### src/rtl/ddc_tune_ctrl_if.sv
// Host-config, ddc-control and sample buses of the ddc retune sequencer.
// The sequencer uses the slave modport; the host/ddc side uses master.
interface ddc_tune_ctrl_if #(
    parameter int FSZ = 26,
    parameter int OSZ = 16
);
    logic           cfg_valid;
    logic           cfg_ready;
    logic [FSZ-1:0] cfg_freq;
    logic           cfg_ns_en;
    logic           cfg_iq_swap;

    logic           ddc_reset;
    logic [FSZ-1:0] ddc_lo_freq;
    logic           ddc_lo_ns_en;
    logic           ddc_iq_swap;
    logic           ddc_valid;
    logic [OSZ-1:0] ddc_i;
    logic [OSZ-1:0] ddc_q;

    logic           out_valid;
    logic [OSZ-1:0] out_i;
    logic [OSZ-1:0] out_q;

    modport slave (
        input  cfg_valid, cfg_freq, cfg_ns_en, cfg_iq_swap,
        input  ddc_valid, ddc_i, ddc_q,
        output cfg_ready, ddc_reset, ddc_lo_freq, ddc_lo_ns_en, ddc_iq_swap,
        output out_valid, out_i, out_q
    );

    modport master (
        output cfg_valid, cfg_freq, cfg_ns_en, cfg_iq_swap,
        output ddc_valid, ddc_i, ddc_q,
        input  cfg_ready, ddc_reset, ddc_lo_freq, ddc_lo_ns_en, ddc_iq_swap,
        input  out_valid, out_i, out_q
    );
endinterface

### src/rtl/ddc_tune_ctrl.sv
// Retune sequencer: applies host tuning requests to the ddc, resets it when
// filter state is invalid and blanks unsettled samples. Optional counters: DDC_TUNE_CTRL_STATS_EN.
//
//   state   | meaning
//   --------+-------------------------------------------------------------
//   S_INIT  | post-reset: hold ddc_reset for RST_CYC cycles
//   S_IDLE  | ready for requests, samples pass through
//   S_RST   | ns_en/iq_swap changed: hold ddc_reset for RST_CYC cycles
//   S_FLUSH | discard SETTLE ddc_valid samples
module ddc_tune_ctrl #(
    parameter int FSZ     = 26,
    parameter int OSZ     = 16,
    parameter int SETTLE  = 8,
    parameter int RST_CYC = 4
) (
    input  logic            clk,
    input  logic            reset_n,
    ddc_tune_ctrl_if.slave  bus,
    output logic            busy
`ifdef DDC_TUNE_CTRL_STATS_EN
    ,
    output logic [15:0]     stat_retunes,
    output logic [15:0]     stat_drops
`endif
);

    typedef enum logic [1:0] {
        S_INIT  = 2'd0,
        S_IDLE  = 2'd1,
        S_RST   = 2'd2,
        S_FLUSH = 2'd3
    } state_t;

    localparam logic [3:0] RST_LAST    = 4'(RST_CYC - 1);
    localparam logic [7:0] SETTLE_LAST = (SETTLE == 0) ? 8'd0 : 8'(SETTLE - 1);
    // With no blanking the reset pulse leads straight back to IDLE.
    localparam state_t     POST_RST    = (SETTLE == 0) ? S_IDLE : S_FLUSH;

    state_t     state;
    state_t     state_nxt;
    logic [3:0] rst_cnt;
    logic [7:0] settle_cnt;

    logic accept;
    logic mode_chg;
    logic freq_chg;
    logic rst_done;
    logic settle_done;
    logic in_idle;

    assign in_idle     = (state == S_IDLE);
    assign accept      = in_idle & bus.cfg_valid & bus.cfg_ready;
    assign mode_chg    = (bus.cfg_ns_en != bus.ddc_lo_ns_en) | (bus.cfg_iq_swap != bus.ddc_iq_swap);
    assign freq_chg    = (bus.cfg_freq != bus.ddc_lo_freq);
    assign rst_done    = (rst_cnt == RST_LAST);
    assign settle_done = bus.ddc_valid & (settle_cnt == SETTLE_LAST);

    always_ff @(posedge clk or negedge reset_n) begin
        if (!reset_n) state <= S_INIT;
        else          state <= state_nxt;
    end

    always_comb begin
        state_nxt = state;
        case (state)
            S_INIT, S_RST: if (rst_done) state_nxt = POST_RST;
            S_IDLE: begin
                if (accept) begin
                    if (mode_chg)      state_nxt = S_RST;
                    else if (freq_chg) state_nxt = POST_RST;
                end
            end
            S_FLUSH: if (settle_done) state_nxt = S_IDLE;
            default: state_nxt = S_INIT;
        endcase
    end

    always_ff @(posedge clk or negedge reset_n) begin
        if (!reset_n) begin
            rst_cnt    <= 4'd0;
            settle_cnt <= 8'd0;
        end else begin
            if ((state == S_INIT || state == S_RST) && !rst_done) rst_cnt <= rst_cnt + 4'd1;
            else                                                  rst_cnt <= 4'd0;
            if (state == S_FLUSH && bus.ddc_valid)
                settle_cnt <= settle_done ? 8'd0 : settle_cnt + 8'd1;
        end
    end

    assign bus.ddc_reset = (state == S_INIT) || (state == S_RST);
    assign busy          = !in_idle;

    always_ff @(posedge clk or negedge reset_n) begin
        if (!reset_n) begin
            bus.cfg_ready    <= 1'b0;
            bus.ddc_lo_freq  <= '0;
            bus.ddc_lo_ns_en <= 1'b0;
            bus.ddc_iq_swap  <= 1'b0;
        end else begin
            bus.cfg_ready <= (state_nxt == S_IDLE);
            if (accept) begin
                bus.ddc_lo_freq  <= bus.cfg_freq;
                bus.ddc_lo_ns_en <= bus.cfg_ns_en;
                bus.ddc_iq_swap  <= bus.cfg_iq_swap;
            end
        end
    end

    // A sample arriving with an accept still belongs to the old config and passes.
    always_ff @(posedge clk or negedge reset_n) begin
        if (!reset_n) begin
            bus.out_valid <= 1'b0;
            bus.out_i     <= '0;
            bus.out_q     <= '0;
        end else begin
            bus.out_valid <= in_idle & bus.ddc_valid;
            if (in_idle && bus.ddc_valid) begin
                bus.out_i <= bus.ddc_i;
                bus.out_q <= bus.ddc_q;
            end
        end
    end

`ifdef DDC_TUNE_CTRL_STATS_EN
    always_ff @(posedge clk or negedge reset_n) begin
        if (!reset_n) begin
            stat_retunes <= 16'd0;
            stat_drops   <= 16'd0;
        end else begin
            if (accept && (mode_chg || freq_chg) && stat_retunes != 16'hFFFF)
                stat_retunes <= stat_retunes + 16'd1;
            if (state == S_FLUSH && bus.ddc_valid && stat_drops != 16'hFFFF)
                stat_drops <= stat_drops + 16'd1;
        end
    end
`endif

endmodule

### src/flat_wrapper.sv
// flat-port wrapper written by rule: the top's interface ports become plain ports
module ddc_tune_ctrl_flat 
#(
    parameter int FSZ     = 26,
    parameter int OSZ     = 16,
    parameter int SETTLE  = 8,
    parameter int RST_CYC = 4
)
  (clk, reset_n, busy, bus_cfg_valid, bus_cfg_freq, bus_cfg_ns_en, bus_cfg_iq_swap, bus_ddc_valid, bus_ddc_i, bus_ddc_q, bus_cfg_ready, bus_ddc_reset, bus_ddc_lo_freq, bus_ddc_lo_ns_en, bus_ddc_iq_swap, bus_out_valid, bus_out_i, bus_out_q);
  ddc_tune_ctrl_if #(.FSZ(FSZ), .OSZ(OSZ)) bus_i ();
  input  logic clk;
  input  logic reset_n;
  output logic busy;
  input wire logic [$bits(bus_i.cfg_valid)-1:0] bus_cfg_valid;
  input wire logic [$bits(bus_i.cfg_freq)-1:0] bus_cfg_freq;
  input wire logic [$bits(bus_i.cfg_ns_en)-1:0] bus_cfg_ns_en;
  input wire logic [$bits(bus_i.cfg_iq_swap)-1:0] bus_cfg_iq_swap;
  input wire logic [$bits(bus_i.ddc_valid)-1:0] bus_ddc_valid;
  input wire logic [$bits(bus_i.ddc_i)-1:0] bus_ddc_i;
  input wire logic [$bits(bus_i.ddc_q)-1:0] bus_ddc_q;
  output wire logic [$bits(bus_i.cfg_ready)-1:0] bus_cfg_ready;
  output wire logic [$bits(bus_i.ddc_reset)-1:0] bus_ddc_reset;
  output wire logic [$bits(bus_i.ddc_lo_freq)-1:0] bus_ddc_lo_freq;
  output wire logic [$bits(bus_i.ddc_lo_ns_en)-1:0] bus_ddc_lo_ns_en;
  output wire logic [$bits(bus_i.ddc_iq_swap)-1:0] bus_ddc_iq_swap;
  output wire logic [$bits(bus_i.out_valid)-1:0] bus_out_valid;
  output wire logic [$bits(bus_i.out_i)-1:0] bus_out_i;
  output wire logic [$bits(bus_i.out_q)-1:0] bus_out_q;
  assign bus_i.cfg_valid = bus_cfg_valid;
  assign bus_i.cfg_freq = bus_cfg_freq;
  assign bus_i.cfg_ns_en = bus_cfg_ns_en;
  assign bus_i.cfg_iq_swap = bus_cfg_iq_swap;
  assign bus_i.ddc_valid = bus_ddc_valid;
  assign bus_i.ddc_i = bus_ddc_i;
  assign bus_i.ddc_q = bus_ddc_q;
  assign bus_cfg_ready = bus_i.cfg_ready;
  assign bus_ddc_reset = bus_i.ddc_reset;
  assign bus_ddc_lo_freq = bus_i.ddc_lo_freq;
  assign bus_ddc_lo_ns_en = bus_i.ddc_lo_ns_en;
  assign bus_ddc_iq_swap = bus_i.ddc_iq_swap;
  assign bus_out_valid = bus_i.out_valid;
  assign bus_out_i = bus_i.out_i;
  assign bus_out_q = bus_i.out_q;
  ddc_tune_ctrl #(.FSZ(FSZ), .OSZ(OSZ), .SETTLE(SETTLE), .RST_CYC(RST_CYC)) u_core (.clk(clk), .reset_n(reset_n), .bus(bus_i), .busy(busy));
endmodule
### config.mk
export PLATFORM = sky130hd
export DESIGN_NAME = ddc_tune_ctrl_flat
export DESIGN_NICKNAME = d
export VERILOG_FILES = /design/src/rtl/ddc_tune_ctrl_if.sv /design/src/rtl/ddc_tune_ctrl.sv /design/src/flat_wrapper.sv
export SDC_FILE = /design/constraint.sdc
export NUM_CORES = 1
export LEC_CHECK = 0
export CAP_MARGIN = 30
export CORE_MARGIN = 5
export CORE_UTILIZATION = 49
export CTS_BUF_LIST = sky130_fd_sc_hd__clkbuf_8
export DETAILED_ROUTE_END_ITERATION = 7
export PLACE_DENSITY = 0.88
export SYNTH_ARGS = -nofsm -noshare
export SYNTH_HDL_FRONTEND = slang
export SYNTH_SLANG_ARGS = --single-unit
export TNS_END_PERCENT = 10
### constraint.sdc
create_clock -name clk -period 2.5 [get_ports clk]
set_input_delay 0.25 -clock clk [delete_from_list [all_inputs] [get_ports clk]]
set_output_delay 0.25 -clock clk [all_outputs]
set_load 0.03 [all_outputs]
; ---- Yosys cells after proc, flatten, opt, wreduce, memory -nomap -nowiden
; Index checks and enable logic that the tools add are counted.
[word_totals]
ff_bits = 76
input_bits = 64
output_inout_bits = 64
word_cells = 42
[classes]
n_addsub = 2
eq_ne = 9
muxes = 8
bitwise = 5
reduce_logical = 8
[ops]
columns = cell, count
row1 = 26-bit inequality test, 1
row2 = 2-bit 2-to-1 mux, 5
row3 = 8-bit by 1-bit adder with 8-bit output (second input constant), 1
row4 = 8-bit by 3-bit equality test with 1-bit output (second input constant), 1
row5 = 8-bit 2-to-1 mux, 1
row6 = 2-bit one-hot mux with 3 select lines, 1
row7 = 4-bit by 1-bit adder with 4-bit output (second input constant), 1
row8 = 1-bit bitwise AND, 4
row9 = 2-bit by 1-bit equality test with 1-bit output (second input constant), 2
row10 = 2-bit equality test (second input constant), 2
row11 = 4-bit by 2-bit equality test with 1-bit output (second input constant), 1
row12 = 4-bit 2-to-1 mux, 1
row13 = 1-bit logical AND, 3
row14 = 1-bit zero test, 2
row15 = 2-bit zero test, 1
row16 = 1-bit inequality test, 2
row17 = 2-bit OR reduction, 1
row18 = 1-bit logical OR, 1
row19 = 1-bit OR, 1

; ---- Longest topological paths before layout
[depth]
depth_word = 6
ltp_mapped = 7

; ---- Least setup slack after synthesis
; Ideal clock, no wire load.
[synth_path]
kind = reg2reg
from = register u_core.bus.ddc_lo_freq[18]
to = register u_core.state[1]
setup_time_ns = 0.119
arrival_ns = 1.342
required_ns = 2.381
path_slack_ns = 1.040
stages_incl_launch_ff = 6
n_path_buf = 0
path_cell_list = dfrtp_1 > xnor2_1 > nand4_1 > nor4_1 > nand4_1 > o21a_1
[synth_between]
elab_chain_cells = 5
[synth_lines]
columns = item, line_no
row1 = from (decl), ddc_tune_ctrl_if.sv:28  ; output cfg_ready, ddc_reset, ddc_lo_freq, ddc_lo_ns_en, ddc_iq_swap,
row2 = from (signal assigned), ddc_tune_ctrl.sv:102  ; bus.ddc_lo_freq <= bus.cfg_freq;
row3 = 26-bit inequality test, ddc_tune_ctrl.sv:54  ; assign freq_chg = (bus.cfg_freq != bus.ddc_lo_freq);
row4 = 2-bit 2-to-1 mux, ddc_tune_ctrl.sv:70  ; else if (freq_chg) state_nxt = POST_RST;
row5 = 2-bit 2-to-1 mux, ddc_tune_ctrl.sv:69  ; if (mode_chg) state_nxt = S_RST;
row6 = 2-bit 2-to-1 mux, ddc_tune_ctrl.sv:68  ; if (accept) begin
row7 = 2-bit one-hot mux with 3 select lines, ddc_tune_ctrl.sv:65  ; case (state)
row8 = net u_core.state_nxt[1], ddc_tune_ctrl.sv:40  ; state_t state_nxt;
row9 = to (signal assigned), ddc_tune_ctrl.sv:60  ; else state <= state_nxt;
row10 = to (decl), ddc_tune_ctrl.sv:39  ; state_t state;
; The timed path passes the listed nets, and every way through them passes these cells.
; A chain may end at the register's enable or synchronous reset.

; ---- Final worst setup path
[layout_path]
from = register u_core.state[0]
to = output busy
[layout_between]
elab_chain_cells = 2
[layout_lines]
columns = item, line_no
row1 = 2-bit by 1-bit equality test with 1-bit output, ddc_tune_ctrl.sv:51  ; assign in_idle = (state == S_IDLE);
row2 = 1-bit zero test, ddc_tune_ctrl.sv:91  ; assign busy = !in_idle;
row3 = to (decl), flat_wrapper.sv:13  ; output logic busy;
; No other way between the ends.

==> qor.yml <==
clock_network:
  clkTransAtPathRegs_ps: 80
  cts_tree: "done"
  ctsLongestPathBuffers: 2
  numCtsBuffers: 9
  cts_root_buf: "sky130_fd_sc_hd__clkbuf_8"
  cts.sinks: 76
  clk-insertion-delay-late_ps: 330
  cts-htree-levels: 3
synth:
  mappedNetlistNets: 358
  seq_area_frac_synth: 0.564
  synth.top_cell.area_share: 0.564
  synth_top_cell_by_area: "sky130_fd_sc_hd__dfrtp_1"
  mean_syn_cell_area_um2: 11.5
  postSynthCellCount: 292
  syn_area_mm2: 0.00337
  post_synth_main_area_contributors: "sky130_fd_sc_hd__dfrtp_1, sky130_fd_sc_hd__mux2_4, sky130_fd_sc_hd__nand2_1, sky130_fd_sc_hd__xnor2_1, sky130_fd_sc_hd__xor2_1"
  yosys_register_bits: 76
  yosys.cell_types.count: 29
  synth-warning-count: 0
place:
  dp.final_hpwl_mm: 6.12
  gpl.final_weighted_congestion: 0.745
  placement.io_buffers: 127
run_status:
  run_status: "complete, no violations"
timing:
  max_slew_vio_count: 0
  maxClockFrequency_mhz: 527
  setup_violations: 0
  fin_tns_setup_ps: 0
  final.period_utilization: 0.759
  skew_ps: 13.4
  max_slew_margin: 0.597
  finalHoldViolations: 0
  hold-worst-slack_ps: 468
  worst-slew-pin-transition_ps: 598
  rsz_0062_raised_after_global_routing: "no"
  period_needed_ps: 1900
cells_and_area:
  fraction_of_final_layout_cells_sized_beyond_drive_strength_1: 0.124
  ant_diodes: 0
  area_added_between_synthesis_and_finish_pct: 46.3
  fin_nets: 491
  final_common_cell: "sky130_fd_sc_hd__clkdlybuf4s50_1"
  layout_common_cells: "sky130_fd_sc_hd__clkdlybuf4s50_1, sky130_fd_sc_hd__nand2_1, sky130_fd_sc_hd__dfrtp_1"
  fillerInstances: 512
global_routing:
  grt_antenna_before_repair: 0
  grt-busiest-layer: "met2"
  grt_pass1_vias: 2642
  maximum_number_of_pins_on_one_net_before_global_route_repair: 77
  globalRouteTotalUtil: 0.194
  globalRouteMet3Util: 0.0431
  globalRouteMet1Util: 0.226
  wire_length_of_the_first_global_routing_pass_mm: 13.0
  grt_overflow_total: 0
  met2_usage: 0.341
setup_path:
  worst_setup_path_start_kind: "flip-flop"
  critPathMaxFanout: 6
  crit_path_max_incr_delay_ps: 660
  worst_ep_required_time_ps: 2250
  critPathArrivalTime_ps: 1650
  crit_type: "reg -> out"
  worst_setup_path_end_kind: "output port"
  timing.critical_path.cells: "inv_2, nor2_4, inv_1, clkdlybuf4s50_1"
  critical_path.top_delay_family: "buffers and inverters"
  critical_path_buf_inv_count: 3
  critical_path.slowest_cell: "sky130_fd_sc_hd__clkdlybuf4s50_1"
pwr:
  vdd_ir_drop_max_mv: 0.688
  power_density_relative_to_cell_area_mw_per_mm2: 1300
  leakagePower_uw: 0.00233
route:
  viasPerCell: 4.99
  totalWireLength_mm: 8.24
  drt_first_iter_violations: 108
  post-route-drc-count: 0
  num_vias: 2535
  drt_pass1_iterations: 5
  route.detailed.wl_per_inst_um: 16.2
  route.antenna.remaining_nets: 0
floorplan:
  starting_density_of_the_core: 0.499
  floorplan.die_area_mm2: 0.00864
  core-area_mm2: 0.00676
  ios: 128
  die_w_um: 92.9
  floorplan.die.height_um: 92.9
  floorplan.rows: 30
min_path:
  hold_path_class: "in -> async"
job:
  max-cap-violations: 0
-- metal layers --
metal  vias up  share of wire
met5         -              0
met4         0          0.022
met3        14          0.045
met2        74           0.54
met1      1231           0.39
li1       1216              -
-- kinds of logic (layout without fill, tap and decap cells) --
| group | Yosys count | count (layout) | share of synthesized area |
|---|---|---|---|
| simple gates | 125 | 125 | 0.159 |
| flops | 76 | 76 | 0.564 |
| xor+xnor | 34 | 34 | 0.0884 |
| mux | 32 | 32 | 0.139 |
| buf+inv | 13 | 149 | 0.0230 |
| compound gates | 10 | 10 | 0.0182 |
| fa+ha+maj | 2 | 2 | 0.00743 |
-- power breakdown --
group | total [µW] | internal [µW] | switching, µW
registers | 2210 | 1770 | 442
logic | 3250 | 1550 | 1690
clock network | 978 | 550 | 428
total | 6430 | 3870 | 2560
-- worst paths after layout --
path | depth (start not counted) | slack (ps) | from | endpoint
worst max-delay path | 4 | 600 | u_core.state[0] | busy
worst max register to register | 6 | 810 | u_core.state[0] | u_core.bus.ddc_lo_freq[24]
worst min register to register | 1 | 470 | u_core.rst_cnt[0] | u_core.rst_cnt[0]
min in group clk | 1 | 470 | u_core.rst_cnt[0] | u_core.rst_cnt[0]
worst min-delay path | 3 | 470 | reset_n | u_core.bus.out_q[1]
max in group asynchronous | 3 | 1720 | reset_n | u_core.state[0]
-- cell type report --
cell class	instances	area, µm²	share of cell area
clock buffer	9	124	0.0251
clock inverter	5	78.8	0.0160
inverter	4	15.0	0.00304
multi-input combinational	203	1390	0.282
sequential	76	1900	0.386
tap	80	100	0.0203
timing repair buffer	131	1320	0.268
-- state kept, by name, summed over array words and instances, names as in the netlist --
register,count
u_core.bus.out_q,16
u_core.rst_cnt,4
u_core.bus.ddc_lo_ns_en,1
u_core.bus.out_valid,1
u_core.bus.out_i,16
u_core.bus.ddc_lo_freq,26
u_core.bus.ddc_iq_swap,1
u_core.bus.cfg_ready,1
u_core.settle_cnt,8
u_core.state,2
-- stage by stage --
step           cell area [µm²]  setup slack [ps]  power (µW)  utilization  std cells
6_report                  4930               601        6430        0.730        508
5_1_grt                   4930               540        6760        0.730        508
4_1_cts                   4890               581        6490        0.724        506
3_5_place_dp              4690               575        5480        0.694        492
3_3_place_gp              4690               747        5380        0.694        492
2_1_floorplan             3370              1040        4120            -        292
-- timing repair --
| action | CTS | global route |
|---|---|---|
| endpoints found under the hold margin | 0 | 76 |
| setup buffers | 0 | 0 |
| hold buffers | 0 | 1 |
| gates resized for setup | 0 | 0 |
-- cell usage after synthesis (all sizes together) --
cell type / instances
a21boi: 1
a21o: 1
a21oi: 2
a31oi: 1
and3: 2
buf: 8
clkbuf: 1
dfrtp: 76
ha: 2
inv: 4
mux2: 32
nand2: 95
nand2b: 3
nand3: 4
nand4: 8
nor2: 7
nor3: 2
nor4: 3
nor4b: 1
o21a: 1
o21ai: 3
o31ai: 1
xnor2: 21
xor2: 13
-- worst min-delay path: stages --
cell and delay (ps):
sky130_fd_sc_hd__dlygate4sd3_1 530, sky130_fd_sc_hd__buf_4 130, sky130_fd_sc_hd__buf_16 310
No activity file was read; power rests on OpenSTA's default activity.
